### src/rtl/prog_ctr_seq.sv
// Program counter and fetch sequencer: selectable entry points, absolute/relative
// conditional branches, a call/return stack and a Halt/Done handshake.
module prog_ctr_seq #(
    parameter int L     = 10,
    parameter int W     = 8,
    parameter int NPROG = 3,
    parameter int SEL_W = 2,
    parameter int DEPTH = 4
) (
    input  logic               Clk,
    input  logic               Reset,
    input  logic               Start,
    input  logic [SEL_W-1:0]   ProgSel,
    input  logic [NPROG*L-1:0] StartAddr,
    input  logic               BOE,
    input  logic               IsEqual,
    input  logic               BRel,
    input  logic               Call,
    input  logic               Ret,
    input  logic               Halt,
    input  logic [W-1:0]       Target,
    output logic [L-1:0]       ProgCtr,
    output logic               Running,
    output logic               Done,
    output logic               StackErr
);

    localparam int SP_W  = $clog2(DEPTH + 1);
    localparam int IDX_W = (DEPTH > 1) ? $clog2(DEPTH) : 1;

    typedef enum logic [1:0] {IDLE, LOAD, RUN, DONE} state_t;

    state_t            state_q, state_d;
    logic [L-1:0]      pc_q, pc_d;
    logic [L-1:0]      base_q, base_d;
    logic [SP_W-1:0]   sp_q, sp_d;
    logic              err_q, err_d;
    logic              push;
    logic [L-1:0]      stk_q [DEPTH];

    logic [L-1:0]      slot_base, pc_inc, tgt_abs, tgt_rel, stk_top;
    logic signed [W-1:0] tgt_s;
    logic signed [L-1:0] off_s;
    logic [SP_W-1:0]   sp_inc, sp_dec;
    logic [IDX_W-1:0]  push_idx, pop_idx;
    logic              stk_empty, stk_full;

    // Out-of-range ProgSel falls back to slot 0.
    always_comb begin
        slot_base = StartAddr[L-1:0];
        for (int k = 1; k < NPROG; k++) begin
            if (ProgSel == SEL_W'(k)) slot_base = StartAddr[k*L +: L];
        end
    end

    assign tgt_s     = $signed(Target);
    assign off_s     = L'(tgt_s);
    assign tgt_rel   = pc_q + $unsigned(off_s);
    assign tgt_abs   = L'(Target);
    assign pc_inc    = pc_q + L'(1);
    assign sp_inc    = sp_q + SP_W'(1);
    assign sp_dec    = sp_q - SP_W'(1);
    assign push_idx  = sp_q[IDX_W-1:0];
    assign pop_idx   = sp_dec[IDX_W-1:0];
    assign stk_top   = stk_q[pop_idx];
    assign stk_empty = (sp_q == '0);
    assign stk_full  = (sp_q == SP_W'(DEPTH));

    always_comb begin
        state_d = state_q;
        pc_d    = pc_q;
        base_d  = base_q;
        sp_d    = sp_q;
        err_d   = err_q;
        push    = 1'b0;
        if (Start) base_d = slot_base;
        case (state_q)
            IDLE: begin
                pc_d = '0;
                if (Start) state_d = LOAD;
            end
            LOAD: begin
                sp_d  = '0;
                err_d = 1'b0;
                if (Start) begin
                    pc_d = slot_base;
                end else begin
                    pc_d    = base_q + L'(1);
                    state_d = RUN;
                end
            end
            RUN: begin
                if (Start) begin
                    state_d = LOAD;
                    pc_d    = slot_base;
                end else if (Halt) begin
                    state_d = DONE;
                end else if (Ret) begin
                    if (!stk_empty) begin
                        pc_d = stk_top;
                        sp_d = sp_dec;
                    end else begin
                        err_d = 1'b1;
                        pc_d  = pc_inc;
                    end
                end else if (Call) begin
                    if (!stk_full) begin
                        push = 1'b1;
                        pc_d = tgt_abs;
                        sp_d = sp_inc;
                    end else begin
                        err_d = 1'b1;
                        pc_d  = pc_inc;
                    end
                end else if (BOE && IsEqual) begin
                    pc_d = BRel ? tgt_rel : tgt_abs;
                end else begin
                    pc_d = pc_inc;
                end
            end
            DONE: begin
                if (Start) begin
                    state_d = LOAD;
                    pc_d    = slot_base;
                end
            end
            default: state_d = IDLE;
        endcase
    end

    always_ff @(posedge Clk or posedge Reset) begin
        if (Reset) begin
            state_q <= IDLE;
            pc_q    <= '0;
            sp_q    <= '0;
            err_q   <= 1'b0;
        end else begin
            state_q <= state_d;
            pc_q    <= pc_d;
            sp_q    <= sp_d;
            err_q   <= err_d;
        end
    end

    // Return addresses and the latched entry point are data; only control is reset.
    always_ff @(posedge Clk) begin
        base_q <= base_d;
        if (push) stk_q[push_idx] <= pc_inc;
    end

    assign ProgCtr  = pc_q;
    assign Running  = (state_q == RUN);
    assign Done     = (state_q == DONE);
    assign StackErr = err_q;

endmodule

### config.mk
export PLATFORM = sky130hd
export DESIGN_NAME = prog_ctr_seq
export DESIGN_NICKNAME = d
export VERILOG_FILES = /design/src/rtl/prog_ctr_seq.sv
export SDC_FILE = /design/constraint.sdc
export NUM_CORES = 1
export LEC_CHECK = 0
export CORE_MARGIN = 4
export CORE_UTILIZATION = 60
export CTS_CLUSTER_DIAMETER = 30
export CTS_CLUSTER_SIZE = 14
export DETAILED_ROUTE_END_ITERATION = 7
export PLACE_DENSITY = 0.87
export SYNTH_ARGS = -nofsm -noshare
export SYNTH_HDL_FRONTEND = slang
export SYNTH_SLANG_ARGS = --single-unit
### constraint.sdc
create_clock -name Clk -period 4.95 [get_ports Clk]
set_input_delay 0.99 -clock Clk [delete_from_list [all_inputs] [get_ports Clk]]
set_output_delay 0.99 -clock Clk [all_outputs]
set_load 0.005 [all_outputs]
Word-level counts from Yosys, hierarchy flattened
Memories as Yosys holds them, arrays and structs flattened.
Cells that the tools add are included.
Operators by class
  $lt $le $gt $ge: 0
  eq/ne operators: 18
  mux-type cells: 40
  $mul: 0
  bitwise operators: 0
  div/mod/pow operators: 0
  reductions and logical operators: 9
  add/subtract/negate cells: 5
  shift operators: 0
Operators with widths (number)
  two-way mux 10 bit: 12
  case mux 10 bit (4 select lines): 1
  adder 10 x 1 -> 10 bit, second input constant: 2
  two-way mux 3 bit: 6
  != test 3 bit, second input constant: 5
  two-way mux 1 bit: 14
  AND reduction 6 bit: 2
  adder 10 bit: 1
  two-way mux 2 bit: 4
  != test 2 bit, second input constant: 4
  == test 2 bit, second input constant: 3
  != test 3 x 2 -> 1 bit, second input constant: 2
  case mux 2 bit (3 select lines): 1
  case mux 3 bit (2 select lines): 1
  == test 2 x 1 -> 1 bit, second input constant: 2
  adder 3 x 1 -> 3 bit, second input constant: 1
  == test 3 bit, second input constant: 1
  zero test 3 bit: 1
  AND reduction 3 bit: 1
  subtractor 3 x 1 -> 3 bit, second input constant: 1
  zero test 2 bit: 1
  != test 2 x 1 -> 1 bit, second input constant: 1
  case mux 1 bit (2 select lines): 1
  AND reduction 2 bit: 1
  other kinds (3): 3
Storage, ports and cells
  output and inout bits: 13
  latch bits: 0
  bits in registers: 26
  memory bits (read-only): 0
  logic and storage cells: 78
  memories: 1
  bits in writable memories: 40
Memories
  stk_q: depth 4, width 10, read ports 1, clocked after Yosys merged registers in 0, wr ports 1, RTL line 39  | logic [L-1:0] stk_q [DEPTH];

Logic depth before layout (Yosys ltp)
  depth after elaboration: 9
  gate-level depth with buffers: 12

Worst setup path before layout
OpenSTA, ideal clock, no wires.
  kind: input -> register
  from: input port Target[0]
  to: register pc_q[8], in the netlist ProgCtr[8]
  cell stages on the path: 8
  arrival time: 2755 ps
  path slack: 2099 ps
  cells stage by stage: ha_1 fa_1 a211oi_1 nor3b_1 o41ai_1 mux2i_1 a21oi_1 o31ai_1
Between the ends
  cells in the longest elaborated chain, start to end: 8
Ends and longest elaborated chain
  start: declaration: RTL line 21  | input logic [W-1:0] Target,
  adder 10 bit: RTL line 58  | assign tgt_rel = pc_q + $unsigned(off_s);
  two-way mux 10 bit: RTL line 116  | pc_d = BRel ? tgt_rel : tgt_abs;
  two-way mux 10 bit: RTL line 115  | end else if (BOE && IsEqual) begin
  two-way mux 10 bit: RTL line 106  | end else if (Call) begin
  two-way mux 10 bit: RTL line 98  | end else if (Ret) begin
  two-way mux 10 bit: RTL line 96  | end else if (Halt) begin
  two-way mux 10 bit: RTL line 93  | if (Start) begin
  case mux 10 bit (4 select lines): RTL line 77  | case (state_q)
  end signal: assignment: RTL line 139  | pc_q <= pc_d;
  end: declaration: RTL line 34  | logic [L-1:0] pc_q, pc_d;
No other way between the ends. The select of a mux whose other input is x is not followed.
A chain may end at the register's enable or synchronous reset.

Final worst setup path
  from: register sp_q[0]
  to: memory stk_q[3][5] (enable)
Between the ends
  cells in the longest elaborated chain, start to end: 9
Ends and longest elaborated chain
  start: declaration: RTL line 36  | logic [SP_W-1:0] sp_q, sp_d;
  start signal: assignment: RTL line 140  | sp_q <= sp_d;
  == test 3 bit: RTL line 67  | assign stk_full = (sp_q == SP_W'(DEPTH));
  two-way mux 1 bit: RTL line 107  | if (!stk_full) begin
  two-way mux 1 bit: RTL line 106
  two-way mux 1 bit: RTL line 98
  two-way mux 1 bit: RTL line 96
  two-way mux 1 bit: RTL line 93
  two-way mux 1 bit: RTL line 77
  two-way mux 1 bit: RTL line 148  | if (push) stk_q[push_idx] <= pc_inc;
  two-way mux 1 bit (not written as such): RTL line 148
  end: declaration: RTL line 39
Several ways; a longest one is shown, not always the timed one.

==> impl_metrics.json <==
{
  "async_reset_ff_frac": 0.242,
  "internal_power_mw": 1.49,
  "power.share.switching": 0.398,
  "floorplan.die_area_sq_mm": 0.00872,
  "maxSlewViolCount": 0,
  "post_synth_inst_count": 402,
  "timing.critical_path.to_type": "flip-flop",
  "grt_util_met2": 0.420,
  "initialDrtViolationCount": 442,
  "peakVddDrop_uv": 295,
  "floorplan.die.width_microns": 93.4,
  "synth-seq-area-share": 0.435,
  "final-seq-area_sq_mm": 0.00190,
  "design.portCount": 62,
  "syn-cell-area_sq_mm": 0.00438,
  "areaGrowthSynthToFinish_pct": 19.5,
  "grt_first_pass_wirelength_microns": 17400,
  "final-setup-viol-count": 0,
  "total_power_mw": 2.48,
  "detailed_place_hpwl_microns": 8090,
  "synth_top_area_cell": "edfxtp_1",
  "grt_antenna_before_repair": 0,
  "route.detailed.drc": 0,
  "ctsRootBufferMaster": "clkbuf_8",
  "gr-max-usage-layer": "met2",
  "ys_top_cells_by_area": "edfxtp_1, dfrtp_1, ha_1",
  "power_leakage_nw": 2.01,
  "critical_path_at_ns": 3.27,
  "setup_skew_after_layout_ns": 0.0156,
  "gr-usage-met1": 0.342,
  "setup_total_negative_slack_ns": 0,
  "critPathLaunchType": "flip-flop",
  "worst-endpoint-required_ns": 4.94,
  "hold_removal_path_class": "reg2reg",
  "clock_sinks": 66,
  "critical-path-top-cell-by-count": "ha_1",
  "vias_in_the_first_global_route": 3469,
  "num_vias": 3615,
  "critical-path-top-delay-family": "simple AND/OR/NAND/NOR gates",
  "period_share": 0.663,
  "syn-mean-instance-area_sq_um": 10.9,
  "worst_skew_pair_later_pin_latency_ns": 0.36,
  "rows": 30,
  "yosysWarnings": 0,
  "area_taken_by_multi_input_logic_gates_sq_mm": 0.00230,
  "postCtsHoldBufs": 0,
  "insertedDiodeCount": 0,
  "num-nets-final": 529,
  "timing.final.hold_violations": 0,
  "seq_power_share": 0.339,
  "power-per-cell-area_mw_per_mm2": 475,
  "clockPowerShare": 0.189,
  "drt_first_pass_iters": 5,
  "tritoncts.num_buffers": 9,
  "maxCapViolations": 0,
  "clock_tree.htree_level_count": 3,
  "floorplan.core_area_sq_mm": 0.00694,
  "timing_worst_setup_path_type": "reg2reg",
  "timing.critical_path.cells": "inv_1, ha_1, ha_1, nand2b_1, nor4_1, and2_1",
  "synth_edf_count": 50,
  "buffer_ports.inserted": 61,
  "met3_usage": 0.0426,
  "setup_repair_after_global_routing_missed_its_margin": "no",
  "max_freq_mhz": 305,
  "cts_tree": "done",
  "synth_cell_types": 54,
  "critical_path.max_fanout": 16,
  "critPathMaxStageDelay_ns": 0.82,
  "worst-path-buf-inv": 1,
  "most_used_flip_flop_cell_after_synthesis": "edfxtp_1",
  "initial_utilization": 0.630,
  "gpl_congestion": 0.899,
  "grt_max_degree": 30,
  "layout.cells.most_common_list": "clkdlybuf4s50_1, edfxtp_1, nand2_1",
  "status": "completed",
  "postCtsSetupRepairBufs": 0,
  "yosys_register_bits": 66,
  "final_common_cell": "clkdlybuf4s50_1",
  "chipHeight_microns": 93.4,
  "final_layout_size_suffix_gt1_frac": 0.0606,
  "post_drt_via_cell_ratio": 6.48,
  "finalCriticalPeriod_ns": 3.28,
  "num-fill-cells": 466,
  "crit_path_top_delay_cell": "dfrtp_1",
  "worst_slew_pin_slew_ns": 1.12,
  "netSwitchingPower_mw": 0.989,
  "antenna_violating_nets_post_route": 0,
  "cts.path.max_buffers": 2,
  "worst_setup_hold_path_clk_slew_ns": 0.09,
  "post-synth-top-area-fraction": 0.343,
  "postSynthNetCount": 474,
  "grt_overflow_total": 0,
  "post_cts_resized": 0,
  "gr-usage-all-layers": 0.260,
  "comb_power_share": 0.472,
  "detail_route.wirelength_microns": 10900,
  "detail_routed_net_length_per_standard_cell_microns": 19.6,
  "timing.max_slew.rel_slack": 0.250
}
-- registers in the layout, summed over array words and instances, names as in the netlist --
signal / flops
ProgCtr: 10
StackErr: 1
base_q: 10
sp_q: 3
state_q: 2
stk_q: 40
-- area by class of cell --
cell class                 count  area share
tap                           96      0.0230
multi-input combinational    298       0.441
inverter                      18      0.0129
timing repair buffer          64       0.121
clock buffer                   9      0.0237
sequential                    66       0.364
clock inverter                 7      0.0151
-- tightest hold or removal path: stages (launching register included) --
cell	delay (ns)
dfrtp_1	0.39
nand2_1	0.05
o21ai_0	0.06
-- path summary, 6_finish.rpt --
kind	startpoint	end	cells past startpoint	slack, ns
max	sp_q[0]$_DFFE_PP0P_	stk_q[3][5]$_DFFE_PP_	6	1.67
min	sp_q[1]$_DFFE_PP0P_	sp_q[1]$_DFFE_PP0P_	2	0.54
max reg2reg	sp_q[0]$_DFFE_PP0P_	stk_q[3][5]$_DFFE_PP_	6	1.67
min reg2reg	sp_q[1]$_DFFE_PP0P_	sp_q[1]$_DFFE_PP0P_	2	0.54
max in group asynchronous	Reset	ProgCtr[2]$_DFFE_PP0P_	2	3.48
min in group asynchronous	Reset	StackErr$_DFFE_PP0P_	2	1.02
-- synth_stat cells (all sizes together) (11+ instances only) --
cell and count:
edfxtp 50, nand2 29, a21oi 28, ha 22, mux2i 21, o21ai 21
nor2 19, inv 18, dfrtp 16, a211oi 14, xnor2 13, nor2b 12
nand2b 11
-- logic make-up (layout without fill, tap and decap cells) --
family / Yosys count / after routing / synth area share
muxes: 36 / 36 / 0.120
adders and majority gates: 23 / 23 / 0.0675
buffers and inverters: 38 / 98 / 0.0389
xor gates and xnor gates: 23 / 23 / 0.0460
AOI/OAI and AO/OA: 112 / 112 / 0.173
DFF: 66 / 66 / 0.435
and+or+nand+nor: 104 / 104 / 0.120
-- power groups by stage --
stage / registers (mW) / clock network [mW] / logic [mW]
after floorplan: 0.803 / 0 / 0.806
after global placement: 0.841 / 0 / 1.11
after detailed placement: 0.849 / 0 / 1.14
after CTS: 0.839 / 0.472 / 1.16
after global routing: 0.853 / 0.500 / 1.28
final: 0.841 / 0.470 / 1.17
-- through the flow --
stage / hold WS (ns) / instances / setup slack (ns) / cell area, sq um / util
4_1_cts: 0.556 / 558 / 1.65 / 5230 / 0.753
5_1_grt: 0.590 / 558 / 1.43 / 5230 / 0.753
6_report: 0.543 / 558 / 1.67 / 5230 / 0.753
3_3_place_gp: 0.528 / 542 / 1.54 / 5030 / 0.724
2_1_floorplan: 0.498 / 402 / 2.10 / 4380 / -
3_5_place_dp: 0.537 / 542 / 1.41 / 5030 / 0.724
-- per-layer routing --
| layer | vias up | part of all wire |
|---|---|---|
| met5 | - | 0 |
| met4 | 0 | 0.032 |
| met3 | 33 | 0.088 |
| met2 | 227 | 0.48 |
| met1 | 1699 | 0.40 |
| li1 | 1656 | - |
No activity file was read; power rests on OpenSTA's default activity.
